**src/rtl/dds_tuning_loader.sv**
```systemverilog
// Frequency-index to DDS tuning-word loader with phase accumulator.
// A shift-add multiply builds the word; the commit waits for an accumulator wrap so phase stays continuous.
module dds_tuning_loader #(
  parameter int              ACC_W    = 32,
  parameter int              PHASE_W  = 12,
  parameter int              K_W      = 20,
  parameter logic [K_W-1:0]  K_SCALE  = 20'd2237,
  parameter int              MAX_ADDR = 1800
) (
  input  logic               Fg_CLK,
  input  logic               RESETn,
  input  logic [11:0]        Address,
  input  logic               FreqChng,
  output logic [PHASE_W-1:0] PhaseOut,
  output logic [ACC_W-1:0]   TuneWord,
  output logic               Busy,
  output logic               Loaded
);

  localparam int          PROD_W     = 12 + K_W;
  localparam logic [11:0] MAX_ADDR_V = 12'(MAX_ADDR);

  localparam logic [1:0] ST_IDLE = 2'd0;
  localparam logic [1:0] ST_MUL  = 2'd1;
  localparam logic [1:0] ST_WAIT = 2'd2;

  logic [ACC_W-1:0]  acc_r;
  logic [ACC_W-1:0]  tune_word_r;
  logic [PROD_W-1:0] prod_r;
  logic [11:0]       addr_r;
  logic [3:0]        bit_cnt_r;
  logic [1:0]        state_r;
  logic              pending_r;
  logic              busy_r;
  logic              loaded_r;

  logic [ACC_W:0]    acc_sum_s;
  logic              wrap_s;
  logic [11:0]       addr_clamp_s;
  logic [PROD_W-1:0] part_prod_s;

  logic [ACC_W-1:0]  tune_word_nxt_s;
  logic [PROD_W-1:0] prod_nxt_s;
  logic [11:0]       addr_nxt_s;
  logic [3:0]        bit_cnt_nxt_s;
  logic [1:0]        state_nxt_s;
  logic              pending_nxt_s;
  logic              loaded_nxt_s;

  assign acc_sum_s    = {1'b0, acc_r} + {1'b0, tune_word_r};
  assign wrap_s       = acc_sum_s[ACC_W];
  assign addr_clamp_s = (Address > MAX_ADDR_V) ? MAX_ADDR_V : Address;
  assign part_prod_s  = {{(PROD_W-K_W){1'b0}}, K_SCALE} << bit_cnt_r;

  // Load sequencer: capture, multiply LSB-first, then hold the word until a wrap (or a stalled accumulator).
  always_comb begin
    state_nxt_s     = state_r;
    prod_nxt_s      = prod_r;
    addr_nxt_s      = addr_r;
    bit_cnt_nxt_s   = bit_cnt_r;
    pending_nxt_s   = pending_r;
    tune_word_nxt_s = tune_word_r;
    loaded_nxt_s    = 1'b0;
    case (state_r)
      ST_IDLE: begin
        if (FreqChng) begin
          addr_nxt_s    = addr_clamp_s;
          prod_nxt_s    = {PROD_W{1'b0}};
          bit_cnt_nxt_s = 4'd0;
          pending_nxt_s = 1'b0;
          state_nxt_s   = ST_MUL;
        end else begin
          state_nxt_s   = ST_IDLE;
        end
      end
      ST_MUL: begin
        if (addr_r[bit_cnt_r]) begin
          prod_nxt_s = prod_r + part_prod_s;
        end else begin
          prod_nxt_s = prod_r;
        end
        if (bit_cnt_r == 4'd11) begin
          state_nxt_s = ST_WAIT;
        end else begin
          bit_cnt_nxt_s = bit_cnt_r + 4'd1;
        end
        if (FreqChng) begin
          pending_nxt_s = 1'b1;
        end else begin
          pending_nxt_s = pending_r;
        end
      end
      ST_WAIT: begin
        // With a zero word the accumulator never carries, so commit without waiting.
        if (wrap_s || (tune_word_r == {ACC_W{1'b0}})) begin
          tune_word_nxt_s = prod_r[ACC_W-1:0];
          loaded_nxt_s    = 1'b1;
          if (pending_r || FreqChng) begin
            addr_nxt_s    = addr_clamp_s;
            prod_nxt_s    = {PROD_W{1'b0}};
            bit_cnt_nxt_s = 4'd0;
            pending_nxt_s = 1'b0;
            state_nxt_s   = ST_MUL;
          end else begin
            state_nxt_s   = ST_IDLE;
          end
        end else if (FreqChng) begin
          pending_nxt_s = 1'b1;
        end else begin
          pending_nxt_s = pending_r;
        end
      end
      default: begin
        state_nxt_s   = ST_IDLE;
        pending_nxt_s = 1'b0;
      end
    endcase
  end

  // State, datapath and output registers.
  always_ff @(posedge Fg_CLK or negedge RESETn) begin
    if (!RESETn) begin
      acc_r       <= {ACC_W{1'b0}};
      tune_word_r <= {ACC_W{1'b0}};
      prod_r      <= {PROD_W{1'b0}};
      addr_r      <= 12'd0;
      bit_cnt_r   <= 4'd0;
      state_r     <= ST_IDLE;
      pending_r   <= 1'b0;
      busy_r      <= 1'b0;
      loaded_r    <= 1'b0;
    end else begin
      acc_r       <= acc_sum_s[ACC_W-1:0];
      tune_word_r <= tune_word_nxt_s;
      prod_r      <= prod_nxt_s;
      addr_r      <= addr_nxt_s;
      bit_cnt_r   <= bit_cnt_nxt_s;
      state_r     <= state_nxt_s;
      pending_r   <= pending_nxt_s;
      busy_r      <= (state_nxt_s != ST_IDLE);
      loaded_r    <= loaded_nxt_s;
    end
  end

  assign PhaseOut = acc_r[ACC_W-1 -: PHASE_W];
  assign TuneWord = tune_word_r;
  assign Busy     = busy_r;
  assign Loaded   = loaded_r;

endmodule

```
**config.mk**
```make
export PLATFORM = sky130hd
export DESIGN_NAME = dds_tuning_loader
export DESIGN_NICKNAME = d
export VERILOG_FILES = /design/src/rtl/dds_tuning_loader.sv
export SDC_FILE = /design/constraint.sdc
export NUM_CORES = 1
export LEC_CHECK = 0
export ABC_CLOCK_PERIOD_IN_PS = 4300
export BUFFER_PORTS_ARGS = -buffer_cell sky130_fd_sc_hd__buf_2
export CORE_ASPECT_RATIO = 1.1
export CORE_MARGIN = 2
export CORE_UTILIZATION = 35
export DETAILED_ROUTE_END_ITERATION = 6
export PLACE_DENSITY = 0.5
export REMOVE_ABC_BUFFERS = 1
export SLEW_MARGIN = 0
export SYNTH_ARGS = -nofsm -noshare
export SYNTH_HDL_FRONTEND = slang
export SYNTH_SLANG_ARGS = --single-unit
export TNS_END_PERCENT = 30
```
**constraint.sdc**
```tcl
create_clock -name Fg_CLK -period 4.3 [get_ports Fg_CLK]
set_input_delay 0.215 -clock Fg_CLK [delete_from_list [all_inputs] [get_ports Fg_CLK]]
set_output_delay 0.215 -clock Fg_CLK [all_outputs]
set_load 0.02 [all_outputs]
```
== Yosys cells after proc, flatten, opt, wreduce, memory -nomap -nowiden ==
Index checks and enable logic that the tools add are counted.
Cells by class
  add/subtract/negate cells: 3
  order comparisons: 2
  eq/ne operators: 9
  shifts and indexed selects: 1
  muxes and demuxes: 29
  reduce and logical (&&, ||, !) cells: 12
Operator list (count)
  two-way mux 32 bit: 4
  case mux 32 bit (3 select lines): 1
  two-way mux 12 bit: 4
  adder 32 x 32 -> 33 bit: 1
  adder 32 bit: 1
  zero test 32 bit: 1
  left shift 12 x 4 -> 32 bit, first input constant: 1
  case mux 12 bit (2 select lines): 1
  two-way mux 4 bit: 4
  greater-than comparator 12 x 11 -> 1 bit, second input constant: 1
  case mux 4 bit (3 select lines): 1
  inequality test 2 bit, second input constant: 5
  AND reduction 5 bit: 2
  two-way mux 1 bit: 9
  case mux 2 bit (3 select lines): 1
  < comparator 4 x 5 -> 1 bit, second input constant: 1
  adder 4 x 1 -> 4 bit, second input constant: 1
  binary-select mux 1 bit (select 4 bit): 1
  == test 4 bit, second input constant: 1
  two-way mux 2 bit: 2
  AND reduction 2 bit: 2
  AND reduction 4 bit: 1
  nonzero test 2 bit: 2
  inequality test 3 bit, second input constant: 1
  other kinds (6): 7
Storage, ports and cells
  register bits after elaboration: 117
  input port bits: 15
  output and inout bits: 46

== Depth between registers and ports, before layout ==
  depth in word-level cells: 5
  gate-level depth with buffers: 17

== Worst setup path after synthesis ==
OpenSTA, ideal clock, no wires.
  path kind: reg2reg
  start point: reg bit_cnt_r[0]
  end point: reg prod_r[29]
  library setup time: 0.124 ns
  arrival time: 3.420 ns
  setup slack: 0.756 ns
  stages on the path, launching flop included: 18
  cell sequence: dfrtp_1 -> buf_2 -> inv_1 -> ha_1 -> nor2_1 -> a211oi_1 -> a21o_1 -> ha_1 -> clkbuf_1 -> a21o_1 -> a211o_1 -> a221oi_1 -> a21oi_1 -> a211oi_1 -> nor2_1 -> nand3_1 -> nor4_1 -> a211o_1
Between the ends
  word-level cells in the longest chain between the ends: 4
  elaborated cells on any way between the ends: 8
RTL lines
  start: declaration: RTL line 31  | logic [3:0] bit_cnt_r;
  start signal: assignment: RTL line 137  | bit_cnt_r <= bit_cnt_nxt_s;
  left shift 12 x 4 -> 32 bit / binary-select mux 1 bit (select 4 bit) (equally long branches): RTL line 53, 77
  adder 32 bit / two-way mux 1 bit (equally long branches): RTL line 78, 77
  two-way mux 32 bit / inequality test 2 bit (equally long branches)
  case mux 32 bit (3 select lines) / AND reduction 5 bit (equally long branches)
  end signal: assignment: RTL line 125  | prod_r <= {PROD_W{1'b0}};
  end signal: assignment: RTL line 135  | prod_r <= prod_nxt_s;
  end: declaration: RTL line 29  | logic [PROD_W-1:0] prod_r;
Several ways; a longest one is shown, not always the timed one. The select of a mux whose other input is x is not followed.
A chain may end at the register's enable or synchronous reset.

== Worst setup path in the final report ==
  start point: reg bit_cnt_r[2]
  end point: reg prod_r[30]
Same word-level chain as after synthesis.

==> out/results.tsv <==
stage	metric	value	unit
logic_synthesis	muxShareOfSynthArea	5.837	%
cells_and_area	multi_input_area	4750	µm²
global_routing	grt_use_total	17.10	%
job	cap_violations	0	
global_routing	grt_use_met3	3.838	%
critical_path	cp_top_family	simple AND/OR/NAND/NOR gates	
pwr	power	0.006574	W
routing	avgRoutedWirePerCell	16.39	µm
timing	max_freq	262.1	MHz
clock_tree	cts_tree	built	
logic_synthesis	synth_compound_area_share	20.21	%
global_routing	grt_pass1_wl	32.58	mm
critical_path	cp.arrival	4.17	ns
global_routing	busiest_layer	met2	
logic_synthesis	ys_async_sr_fraction	100.0	%
hold_path	worst_hold_startpoint	Address[2]	
die	die_h	162.9	µm
critical_path	endpoint_kind	flop	
logic_synthesis	synth_edf_count	0	
clock_tree	path_clk_slew	0.06	ns
routing	first_iter_violations	380	
pwr	p_int	0.003746	W
logic_synthesis	synthFlopType	dfrtp_1	
clock_tree	htree_levels	4	
cells_and_area	area_growth	13.51	%
timing	fin_setup_tns	0	ns
logic_synthesis	ys_seq_elements	117	
timing	whs	0.03375	ns
routing	wl	19.80	mm
pwr	power_density	720.5	nW/µm²
cells_and_area	final_cells	1208	
timing	hold_violations	0	
critical_path	worstPathRequired	4.65	ns
critical_path	path_buf_inv	0	
pwr	p_clk_share	22.3	%
clock_tree	cts-buffers-inserted	17	
pwr	p_leak	4.324	nW
die	io_pins	61	
timing	setup_viol_count_final	0	
critical_path	critical_path_class	reg2reg	
critical_path	r2r-end	prod_r[30]	
cells_and_area	antenna_cells	0	
critical_path	startpoint_type	flop	
cells_and_area	n_fill_cell	2271	
pwr	ir_drop	0.0002424	V
global_routing	grt_max_degree	58	
global_routing	globalRouteOverflowTotal	0	
die	std_cell_rows	58	
clock_tree	root_buffer	clkbuf_16	
global_routing	antenna_found_initial	0	
pwr	power_frac_comb	51.3	%
logic_synthesis	yosysSeqAreaShare	36.43	%
place	dpl.hpwl	15.04	mm
timing	fin_crit_sh	88.71	%
critical_path	r2r_cells	13	
cells_and_area	nNetsFinal	984	
critical_path	r2r_slack	0.49	ns
place	dp_cells	1175	
clock_tree	postCtsSetupBuffers	0	
hold_path	min_to	addr_r[2]	
logic_synthesis	synthAdderAreaFrac	11.83	%
run_status	outcome	finished clean	
cells_and_area	drive_gt1_share	17.07	%
logic_synthesis	avgSynthCellArea	9.423	µm²
cells_and_area	register_area	2929	µm²
cells_and_area	fin_util	40.17	%
hold_path	worstHoldPathCells	3	
hold_path	hp-class	in2reg	
die	die-width	148.5	µm
pwr	swShare	43.01	%
timing	tightest_slew	0.8882	ns
die	dieArea	24200	µm²
timing	slew_headroom	40.79	%
routing	vias	6358	
logic_synthesis	synthSimpleGateAreaFrac	15.55	%
timing	slew_violations	0	
critical_path	cpMostUsedCell	nand3_1	
clock_tree	insertion_delay	0.42	ns
die	coreArea	22710	µm²
logic_synthesis	synthesis.area	8038	µm²
routing	drc	0	
logic_synthesis	yosysTopAreaCell	dfrtp_1	
global_routing	gr-usage-met2	26.79	%
pwr	switchingPower	0.002828	W
timing	fin_skew	0.01133	ns
logic_synthesis	synth-warning-count	0	
clock_tree	cts_sinks	117	
logic_synthesis	synth_top_family_by_area	compound AO/OA/AOI/OAI gates	
timing	layout_min_cycle_time	3.815	ns
cells_and_area	final_cell_mix	dfrtp_1, nand2_1, ha_1	
die	start_util	35.39	%
timing	rsz0062_at_grt	no	
global_routing	grt_pass1_vias	6225	
routing	antenna_left	0	
critical_path	r2r_start	bit_cnt_r[2]	
critical_path	max_stage_delay	0.92	ns
critical_path	path_cells	nand2b_1 > and3_1 > a21oi_1 > ha_1 > nand3_2 > nor3_1 > nand3_1 > o211ai_2 > o211ai_2 > o31ai_2 > nand3_1 > or4_1 > nand3_1	
routing	first_pass_iters	4	
logic_synthesis	synth_cell_types	72	
critical_path	path_max_fanout	32	
critical_path	critPathSlowestCell	dfrtp_1	
global_routing	grt_use_met1	23.63	%
place	gp_congestion	0.8799	
routing	via_per_inst	5.263	
cells_and_area	layout_commonest_cell	dfrtp_1	
pwr	pwr-share-seq	26.4	%
logic_synthesis	synth_xor_area_share	5.666	%
logic_synthesis	synth_cells	853	
place	io_buffers	60	
clock_tree	clockBufferDepth	2	
logic_synthesis	synth_top_area_share	36.43	%
logic_synthesis	yosys-top-cells-area	dfrtp_1, ha_1, mux2_2	
-- state kept, by name, summed over array words and instances (netlist names) --
register / count
addr_r: 12
pending_r: 1
TuneWord: 32
state_r: 2
Busy: 1
bit_cnt_r: 4
Loaded: 1
acc_r: 32
prod_r: 32
-- how the worst max path moves through the flow --
stage                 start         end  slack, ns  depth (start not counted)
2_1_floorplan  bit_cnt_r[0]  prod_r[29]       0.76                         15
3_3_place_gp   bit_cnt_r[1]  prod_r[29]       0.45                         15
3_5_place_dp   bit_cnt_r[1]  prod_r[29]       0.34                         15
4_1_cts        bit_cnt_r[1]  prod_r[29]       0.31                         15
5_1_grt        bit_cnt_r[1]  prod_r[29]       0.11                         15
6_report       bit_cnt_r[2]  prod_r[30]       0.49                         13
-- final cells by class --
class,count,area share (%)
Sequential cell,117,32.10
Timing Repair Buffer,69,4.087
Tap cell,300,4.114
Clock buffer,19,4.855
Clock inverter,13,1.714
Multi-Input combinational cell,664,52.06
Inverter,26,1.070
-- power by group through the flow --
stage	registers (W)	logic [W]	clock network, W
2_1_floorplan	0.00182	0.00244	0
3_3_place_gp	0.00176	0.00337	0
3_5_place_dp	0.00176	0.00339	0
4_1_cts	0.00175	0.00340	0.00150
5_1_grt	0.00178	0.00380	0.00156
6_report	0.00174	0.00337	0.00147
-- through the flow --
step | cell area, µm² | setup slack, ns
after global placement | 8513 | 0.4526
after CTS | 9123 | 0.3070
after detailed placement | 8513 | 0.3403
after floorplan | 7775 | 0.7594
after global routing | 9124 | 0.1095
final | 9124 | 0.4853
-- tightest hold or removal path, cell delays in order --
cell and delay (ns):
buf_2 0.10, nand2_1 0.05, o21ai_1 0.05
-- per-layer routing --
metal / up-vias / part of all wire (%) / wire (µm)
li1: 3206 / - / -
met1: 3023 / 48 / 9540
met2: 105 / 46 / 9188
met3: 24 / 3.7 / 734
met4: 0 / 1.7 / 335
met5: - / 0 / 0
-- cells in the mapped netlist (4+ instances only) --
master / count
nand2_1: 96
a21o_1: 27
nor2_1: 38
and3_1: 15
dfrtp_1: 117
a31oi_1: 8
nor4_1: 10
inv_1: 26
mux2_2: 32
buf_2: 11
o21ai_1: 23
o31ai_1: 25
o211ai_1: 8
o22ai_1: 5
ha_1: 72
xnor2_1: 31
xor2_1: 21
buf_4: 16
nor2b_1: 15
and2_1: 7
a211oi_1: 8
o21a_1: 6
o21ai_0: 28
a21oi_1: 56
o21bai_1: 5
nand4_1: 8
nand3_1: 30
a211o_1: 4
nor3_1: 12
nand2b_1: 10
clkbuf_1: 16
-- cells by family (layout without fill, tap and decap cells) --
group	after synthesis	in the layout
xor+xnor	52	52
compound gates	241	241
flops	117	117
fa+ha+maj	75	75
buf+inv	72	127
mux	39	39
simple gates	257	257
-- timing repair --
item / in CTS / in global routing
setup endpoints to repair: 0 / 1
hold endpoints to repair: 55 / 0
gates resized for setup: 0 / 1
hold buffers: 1 / 0
Power figures use the tool's default switching activity.
